--- config.mk ---
export PLATFORM = sky130hd
export DESIGN_NAME = vslc_board_io
export DESIGN_NICKNAME = d
export VERILOG_FILES = /design/src/rtl/vslc_board_pkg.sv /design/src/rtl/vslc_btn_debounce.sv /design/src/rtl/vslc_board_io.sv
export SDC_FILE = /design/constraint.sdc
export NUM_CORES = 1
export LEC_CHECK = 0
export BUFFER_PORTS_ARGS = -buffer_cell sky130_fd_sc_hd__buf_2
export CAP_MARGIN = 20
export CORE_AREA = 2 2 83 45
export DETAILED_ROUTE_END_ITERATION = 10
export DIE_AREA = 0 0 85 47
export GPL_TIMING_DRIVEN = 0
export PLACE_DENSITY = 0.79
export SYNTH_ARGS = -nofsm -noshare
export SYNTH_HDL_FRONTEND = slang
export SYNTH_SLANG_ARGS = --single-unit
--- constraint.sdc ---
create_clock -name clk -period 2.6 [get_ports clk]
set_clock_uncertainty 0.05 [all_clocks]
set_input_delay 0.26 -clock clk [delete_from_list [all_inputs] [get_ports clk]]
set_output_delay 0.26 -clock clk [all_outputs]
set_load 0.03 [all_outputs]
--- src/rtl/vslc_board_pkg.sv ---
// Shared defaults and types for the VSLC board I/O conditioner.
package vslc_board_pkg;

  localparam int DEF_DEBOUNCE = 16;
  localparam int DEF_POR      = 8;
  localparam int DEF_SYNC     = 2;

  typedef enum logic {
    HOLD = 1'b0,
    RUN  = 1'b1
  } rst_state_e;

endpackage

--- src/rtl/vslc_btn_debounce.sv ---
// One button channel: synchroniser chain, stability counter, debounced level
// and registered one-cycle rise/fall pulses.
module vslc_btn_debounce
  import vslc_board_pkg::*;
#(
  parameter int SYNC_STAGES     = DEF_SYNC,
  parameter int DEBOUNCE_CYCLES = DEF_DEBOUNCE
) (
  input  logic clk,
  input  logic rst_n,
  input  logic pad_i,
  output logic level_o,
  output logic rise_o,
  output logic fall_o
);

  localparam int               CNT_W    = $clog2(DEBOUNCE_CYCLES + 1);
  localparam logic [CNT_W-1:0] CNT_LAST = CNT_W'(DEBOUNCE_CYCLES - 1);

  logic [SYNC_STAGES-1:0] sync_q;
  logic [CNT_W-1:0]       cnt_q, cnt_d;
  logic                   level_q, level_d;
  logic                   rise_q, rise_d;
  logic                   fall_q, fall_d;
  logic                   sync_out;

  assign sync_out = sync_q[SYNC_STAGES-1];

  // NOTE: every always_comb output gets a default before any branch so no latch is inferred.
  always_comb begin
    cnt_d   = '0;
    level_d = level_q;
    rise_d  = 1'b0;
    fall_d  = 1'b0;
    if (sync_out != level_q) begin
      // The edge that would have been the DEBOUNCE_CYCLES-th disagreement accepts the level.
      if (cnt_q == CNT_LAST) begin
        level_d = ~level_q;
        rise_d  = ~level_q;
        fall_d  = level_q;
      end else begin
        cnt_d = cnt_q + 1'b1;
      end
    end
  end

  // NOTE: sequential state uses non-blocking assignments so all flops update from pre-edge values.
  always_ff @(posedge clk or negedge rst_n) begin
    if (!rst_n) begin
      sync_q  <= '0;
      cnt_q   <= '0;
      level_q <= 1'b0;
      rise_q  <= 1'b0;
      fall_q  <= 1'b0;
    end else begin
      sync_q  <= {sync_q[SYNC_STAGES-2:0], pad_i};
      cnt_q   <= cnt_d;
      level_q <= level_d;
      rise_q  <= rise_d;
      fall_q  <= fall_d;
    end
  end

  assign level_o = level_q;
  assign rise_o  = rise_q;
  assign fall_o  = fall_q;

endmodule

--- src/rtl/vslc_board_io.sv ---
// Board I/O conditioner: debounced buttons, stretched button-overridable core
// reset, and LED polarity correction.
module vslc_board_io
  import vslc_board_pkg::*;
#(
  parameter int               N_BTN           = 4,
  parameter logic [N_BTN-1:0] BTN_INV         = N_BTN'(4'b0001),
  parameter int               SYNC_STAGES     = DEF_SYNC,
  parameter int               DEBOUNCE_CYCLES = DEF_DEBOUNCE,
  parameter int               POR_CYCLES      = DEF_POR,
  parameter bit               RST_BTN_EN      = 1'b1,
  parameter int               RST_BTN         = 0,
  parameter int               N_LED           = 8,
  parameter logic [N_LED-1:0] LED_INV         = N_LED'(8'h60)
) (
  input  logic             clk,
  input  logic             rst_n,
  input  logic [N_BTN-1:0] btn_pad,
  output logic [N_BTN-1:0] btn_level,
  output logic [N_BTN-1:0] btn_rise,
  output logic [N_BTN-1:0] btn_fall,
  output logic             core_rst_n,
  output logic             por_done,
  input  logic [N_LED-1:0] led,
  output logic [N_LED-1:0] led_pad
);

  localparam int            POR_W    = $clog2(POR_CYCLES + 1);
  localparam logic [POR_W-1:0] POR_LAST = POR_W'(POR_CYCLES - 1);

  logic [N_BTN-1:0] btn_raw;
  rst_state_e       state_q, state_d;
  logic [POR_W-1:0] por_cnt_q, por_cnt_d;
  logic             core_rst_n_q;
  logic             rst_btn_held;

  assign btn_raw = btn_pad ^ BTN_INV;

  for (genvar i = 0; i < N_BTN; i++) begin : g_btn
    vslc_btn_debounce #(
      .SYNC_STAGES    (SYNC_STAGES),
      .DEBOUNCE_CYCLES(DEBOUNCE_CYCLES)
    ) u_debounce (
      .clk    (clk),
      .rst_n  (rst_n),
      .pad_i  (btn_raw[i]),
      .level_o(btn_level[i]),
      .rise_o (btn_rise[i]),
      .fall_o (btn_fall[i])
    );
  end

  assign rst_btn_held = RST_BTN_EN && btn_level[RST_BTN];

  // A held reset button pins the stretch counter at zero, so the full
  // POR_CYCLES stretch always starts from the button's release.
  always_comb begin
    state_d   = state_q;
    por_cnt_d = por_cnt_q;
    unique case (state_q)
      HOLD: begin
        if (rst_btn_held) begin
          por_cnt_d = '0;
        end else if (por_cnt_q == POR_LAST) begin
          state_d   = RUN;
          por_cnt_d = '0;
        end else begin
          por_cnt_d = por_cnt_q + 1'b1;
        end
      end
      RUN: begin
        if (rst_btn_held) begin
          state_d   = HOLD;
          por_cnt_d = '0;
        end
      end
      default: begin
        state_d   = HOLD;
        por_cnt_d = '0;
      end
    endcase
  end

  always_ff @(posedge clk or negedge rst_n) begin
    if (!rst_n) begin
      state_q      <= HOLD;
      por_cnt_q    <= '0;
      core_rst_n_q <= 1'b0;
    end else begin
      state_q      <= state_d;
      por_cnt_q    <= por_cnt_d;
      core_rst_n_q <= (state_d == RUN);
    end
  end

  assign core_rst_n = core_rst_n_q;
  assign por_done   = (state_q == RUN);
  assign led_pad    = led ^ LED_INV;

endmodule

; Yosys cells after proc, flatten, opt, wreduce, memory -nomap -nowiden
; Index checks and enable logic that the tools add are counted.
; W data, S select, Z words.
[op_classes]
addsub = 5
eq_ne = 10
n_mux = 32
bitwise_logic = 7
reduce_logical = 4
[op_table]
columns = operator, count
row1 = $mux W5, 8
row2 = $add A5 B1 Y5 const B, 4
row3 = $eq A5 B4 Y1 const B, 4
row4 = $mux W1, 19
row5 = $mux W4, 3
row6 = $pmux W4 S2, 1
row7 = $reduce_and A2 Y1, 4
row8 = $not A1 Y1, 6
row9 = $add A4 B1 Y4 const B, 1
row10 = $eq A4 B3 Y1 const B, 1
row11 = $ne A1 B1 Y1, 4
row12 = $ne A2 B1 Y1 const B, 1
row13 = $not A2 Y2, 1
row14 = $pmux W1 S2, 1
[totals]
regBits = 45
input_bits = 14
output_inout_bits = 22
elab_cells = 80

; Logic depth before layout (Yosys ltp)
[logic_depth]
ltp_word = 4
depth_mapped = 4
ltp_nobuf = 4

; By module
; From an unflattened synthesis, not the netlist that was laid out.
[unflattened]
cells_unflattened = 136
area_unflattened_um2 = 1799.2
[by_module_without_submodules]
columns = mod, n_inst, cells_per_inst, area_per_inst_um2, seq_area_each_um2
row1 = vslc_btn_debounce, 4, 26, 374.1, 250.2
row2 = vslc_board_io, 1, 32, 302.8, 125.1

; Least setup slack after synthesis
; OpenSTA, ideal clock, no wires.
[synth_path]
kind = reg2reg
from = register, netlist name core_rst_n
to = register por_cnt_q[3]
setup_ns = 0.073
arrival_ns = 1.194
required_time_ns = 2.477
slack_ns = 1.283
stages_incl_launch_ff = 4
path_buffers = 0
period_less_slack_ns = 1.317
cell_sequence = dfrtp_1 -> nand4b_1 -> or3_1 -> a21oi_2
[synth_lines]
columns = item, line_no
row1 = to (signal assigned), vslc_board_io.sv:91  ; por_cnt_q <= por_cnt_d;
row2 = to (decl), vslc_board_io.sv:33  ; logic [POR_W-1:0] por_cnt_q, por_cnt_d;

; Worst setup path after layout
[layout_path]
from = register g_btn[1].u_debounce.cnt_q[0]
to = register g_btn[1].u_debounce.level_q
[layout_via]
elab_chain_cells = 2
[layout_lines]
columns = item, line_no
row1 = from (decl), vslc_btn_debounce.sv:21  ; logic [CNT_W-1:0] cnt_q, cnt_d;
row2 = from (signal assigned), vslc_btn_debounce.sv:57  ; cnt_q <= cnt_d;
row3 = $eq A5 B4 Y1, vslc_btn_debounce.sv:37  ; if (cnt_q == CNT_LAST) begin
row4 = $reduce_and A2 Y1 (no line), -
row5 = to (signal assigned), vslc_btn_debounce.sv:58  ; level_q <= level_d;
row6 = to (decl), vslc_btn_debounce.sv:22  ; logic level_q, level_d;
; No other way between the ends.
; A chain may end at the register's enable or synchronous reset.

==> impl_metrics.json <==
{
  "synth_cell_type_count": 20,
  "drcViolationCount": 0,
  "crit_chain": "ha_1 > nand4b_1 > mux2_2",
  "cp.arrival_ns": 1.54,
  "drtIter0Drc": 53,
  "slowest_delay_ns": 0.41,
  "critPathTopFamily": "flip-flops",
  "clockBufferDepth": 2,
  "grt_max_degree": 46,
  "drive_above_1_share_pct": 33.7,
  "synth_edf_count": 0,
  "ctsHoldBuffers": 0,
  "finalCritPeriodShare_pct": 53.9,
  "cp_max_fo": 5,
  "drt-total-wl_um": 2770,
  "antenna_cells": 0,
  "synth_area_per_cell_um2": 12.5,
  "yosysSeqAreaShare_pct": 61.3,
  "place_hpwl_um": 1920,
  "antenna_found_initial": 0,
  "die-area_um2": 4000,
  "cts_tree": "done",
  "cp_slowest_cell": "dfrtp_1",
  "slew_headroom_pct": 36.6,
  "fmax_mhz": 713,
  "place_ws_ns": 1.23,
  "fin_ws_ns": 1.20,
  "pin_count": 36,
  "vdd_drop_max_mv": 0.322,
  "final-hold-violation-count": 0,
  "synth_ff_type": "dfrtp_1",
  "min_period_ns": 1.40,
  "dp.cells": 218,
  "synthCells": 147,
  "cp_num_buf_inv": 0,
  "rows": 15,
  "async_flop_share_pct": 100,
  "initial_core_util_pct": 55.9,
  "grt_pass1_vias": 1090,
  "rsz0062_at_grt": "no",
  "worstSetupStartpointType": "register",
  "dr.pass1.iters": 4,
  "clock_latency_ns": 0.29,
  "core_um2": 3280,
  "synthTopCellsByArea": "dfrtp_1, buf_4, xor2_1, ha_1, nor3b_1",
  "cts_setup_buffers": 0,
  "setup-violations-final": 0,
  "layout.cells.non_filler": 226,
  "synth.top_cell.area_share_pct": 61.3,
  "wl_per_cell_um": 12.3,
  "min_path_type": "primary input to register",
  "finish.utilization_pct": 64.5,
  "cts_sinks": 45,
  "power.density_nw_per_um2": 588,
  "ant_nets": 0,
  "crit_path_end_kind": "register",
  "place_congestion": 0.730,
  "yosys.area.top_type": "dfrtp_1",
  "cts.reportedPaths.clkPinSlew_ns": 0.08,
  "fp.dieW_um": 85,
  "cts_root_buf": "clkbuf_8",
  "tightestPinTransition_ns": 0.951,
  "area_delta_synth_final_pct": 15.3,
  "ys_ff_latch": 45,
  "yosys_warnings": 0,
  "viasPerCell": 4.93,
  "status": "finished, final reports clean",
  "numCtsBuffers": 5,
  "fp.dieH_um": 47,
  "synth_area_um2": 1840,
  "tns_ns": 0,
  "ctsResizeCount": 0,
  "p_leak_nw": 1.16,
  "cp.required_ns": 2.73,
  "drv_slew": 0,
  "synthesis.nets": 166,
  "maxCapViolations": 0,
  "grt_remaining_overflow": 0,
  "nets": 202,
  "grt_pass1_wl_um": 4860,
  "crit_type": "register to register",
  "io_buffers": 29,
  "grt.total_usage_pct": 16.5,
  "via_count": 1115,
  "cts-htree-levels": 2
}
stage by stage:
| stage | hold WS [ns] | instance area [µm²] | total power [mW] |
|---|---|---|---|
| 4_1_cts | 0.0159 | 2120 | 1.26 |
| 6_report | 0.0198 | 2120 | 1.24 |
| 3_5_place_dp | 0.286 | 2030 | 0.853 |
| 2_1_floorplan | -0.0856 | 1840 | 0.816 |
| 3_3_place_gp | 0.283 | 2030 | 0.846 |
| 5_1_grt | 0.0107 | 2120 | 1.31 |
registers in the layout, summed over array words and instances, names as in the netlist:
signal,count
g_btn.u_debounce.cnt_q,20
g_btn.u_debounce.sync_q,8
g_btn.u_debounce.fall_o,4
g_btn.u_debounce.level_o,4
g_btn.u_debounce.rise_o,4
por_cnt_q,4
core_rst_n,1
area by class of cell:
cell class	count	area (µm²)
buffer	20	148
clock buffer	6	72.6
clock inverter	2	10.0
fill	253	1170
inverter	4	15.0
multi-input combinational	78	548
sequential	45	1130
tap	42	52.6
timing repair buffer	29	145
layer usage:
metal  track usage, %  share of wire (%)  up-vias
met5                0                  0        -
met4             6.67                1.1        0
met3             5.80                5.0        5
met2             29.2                 48       19
met1             19.3                 45      547
li1                 -                  -      544
worst paths after layout:
kind	from	to	slack, ns	depth (start not counted)
hold / removal	btn_pad[2]	g_btn[2].u_debounce.sync_q[0]	0.02	1
max in group asynchronous	rst_n	g_btn[0].u_debounce.rise_o	1.85	1
setup reg to reg	g_btn[1].u_debounce.cnt_q[0]	g_btn[1].u_debounce.level_o	1.20	3
min in group asynchronous	rst_n	g_btn[3].u_debounce.cnt_q[2]	0.06	1
hold reg to reg	g_btn[3].u_debounce.sync_q[0]	g_btn[3].u_debounce.sync_q[1]	0.30	0
setup / recovery	g_btn[1].u_debounce.cnt_q[0]	g_btn[1].u_debounce.level_o	1.20	3
kinds of logic (layout without fill, tap and decap cells):
| kind of cell | count (synthesis) | in the layout | synth area share [%] |
|---|---|---|---|
| AOI/OAI and AO/OA | 6 | 6 | 2.18 |
| adders and majority gates | 5 | 5 | 3.41 |
| buffers and inverters | 24 | 61 | 8.86 |
| DFF | 45 | 45 | 61.3 |
| xor gates and xnor gates | 14 | 14 | 6.68 |
| muxes | 5 | 5 | 3.00 |
| and+or+nand+nor | 48 | 48 | 14.6 |
report_power, final:
| group | total (mW) | switching [mW] | internal, mW | leakage (nW) |
|---|---|---|---|---|
| logic | 0.0895 | 0.0528 | 0.0367 | 0.521 |
| clock network | 0.405 | 0.219 | 0.186 | 0.0450 |
| registers | 0.750 | 0.0230 | 0.727 | 0.594 |
synthesized netlist by cell type (4+ instances only):
library cell and count:
and2_1 4, dfrtp_1 45, nand2_1 9, nor3b_1 8, buf_4 19, nor2_1 12, ha_1 5, a31oi_1 5
xor2_1 13, nand4b_1 5, mux2_2 4, nand3_1 4, inv_1 4, and3_1 4
placed cells by master, fill, tap and decap left out, types with 2 or more instances in the layout:
cell type   n
a31oi_1     5
and2_1      4
and3_1      4
buf_2      30
buf_4      19
clkbuf_8    5
clkinv_2    2
dfrtp_1    45
ha_1        5
inv_1       4
mux2_2      4
nand2_1     9
nand3_1     4
nand4b_1    5
nor2_1     12
nor3b_1     8
xor2_1     13
(Power assumes the default switching activity.)
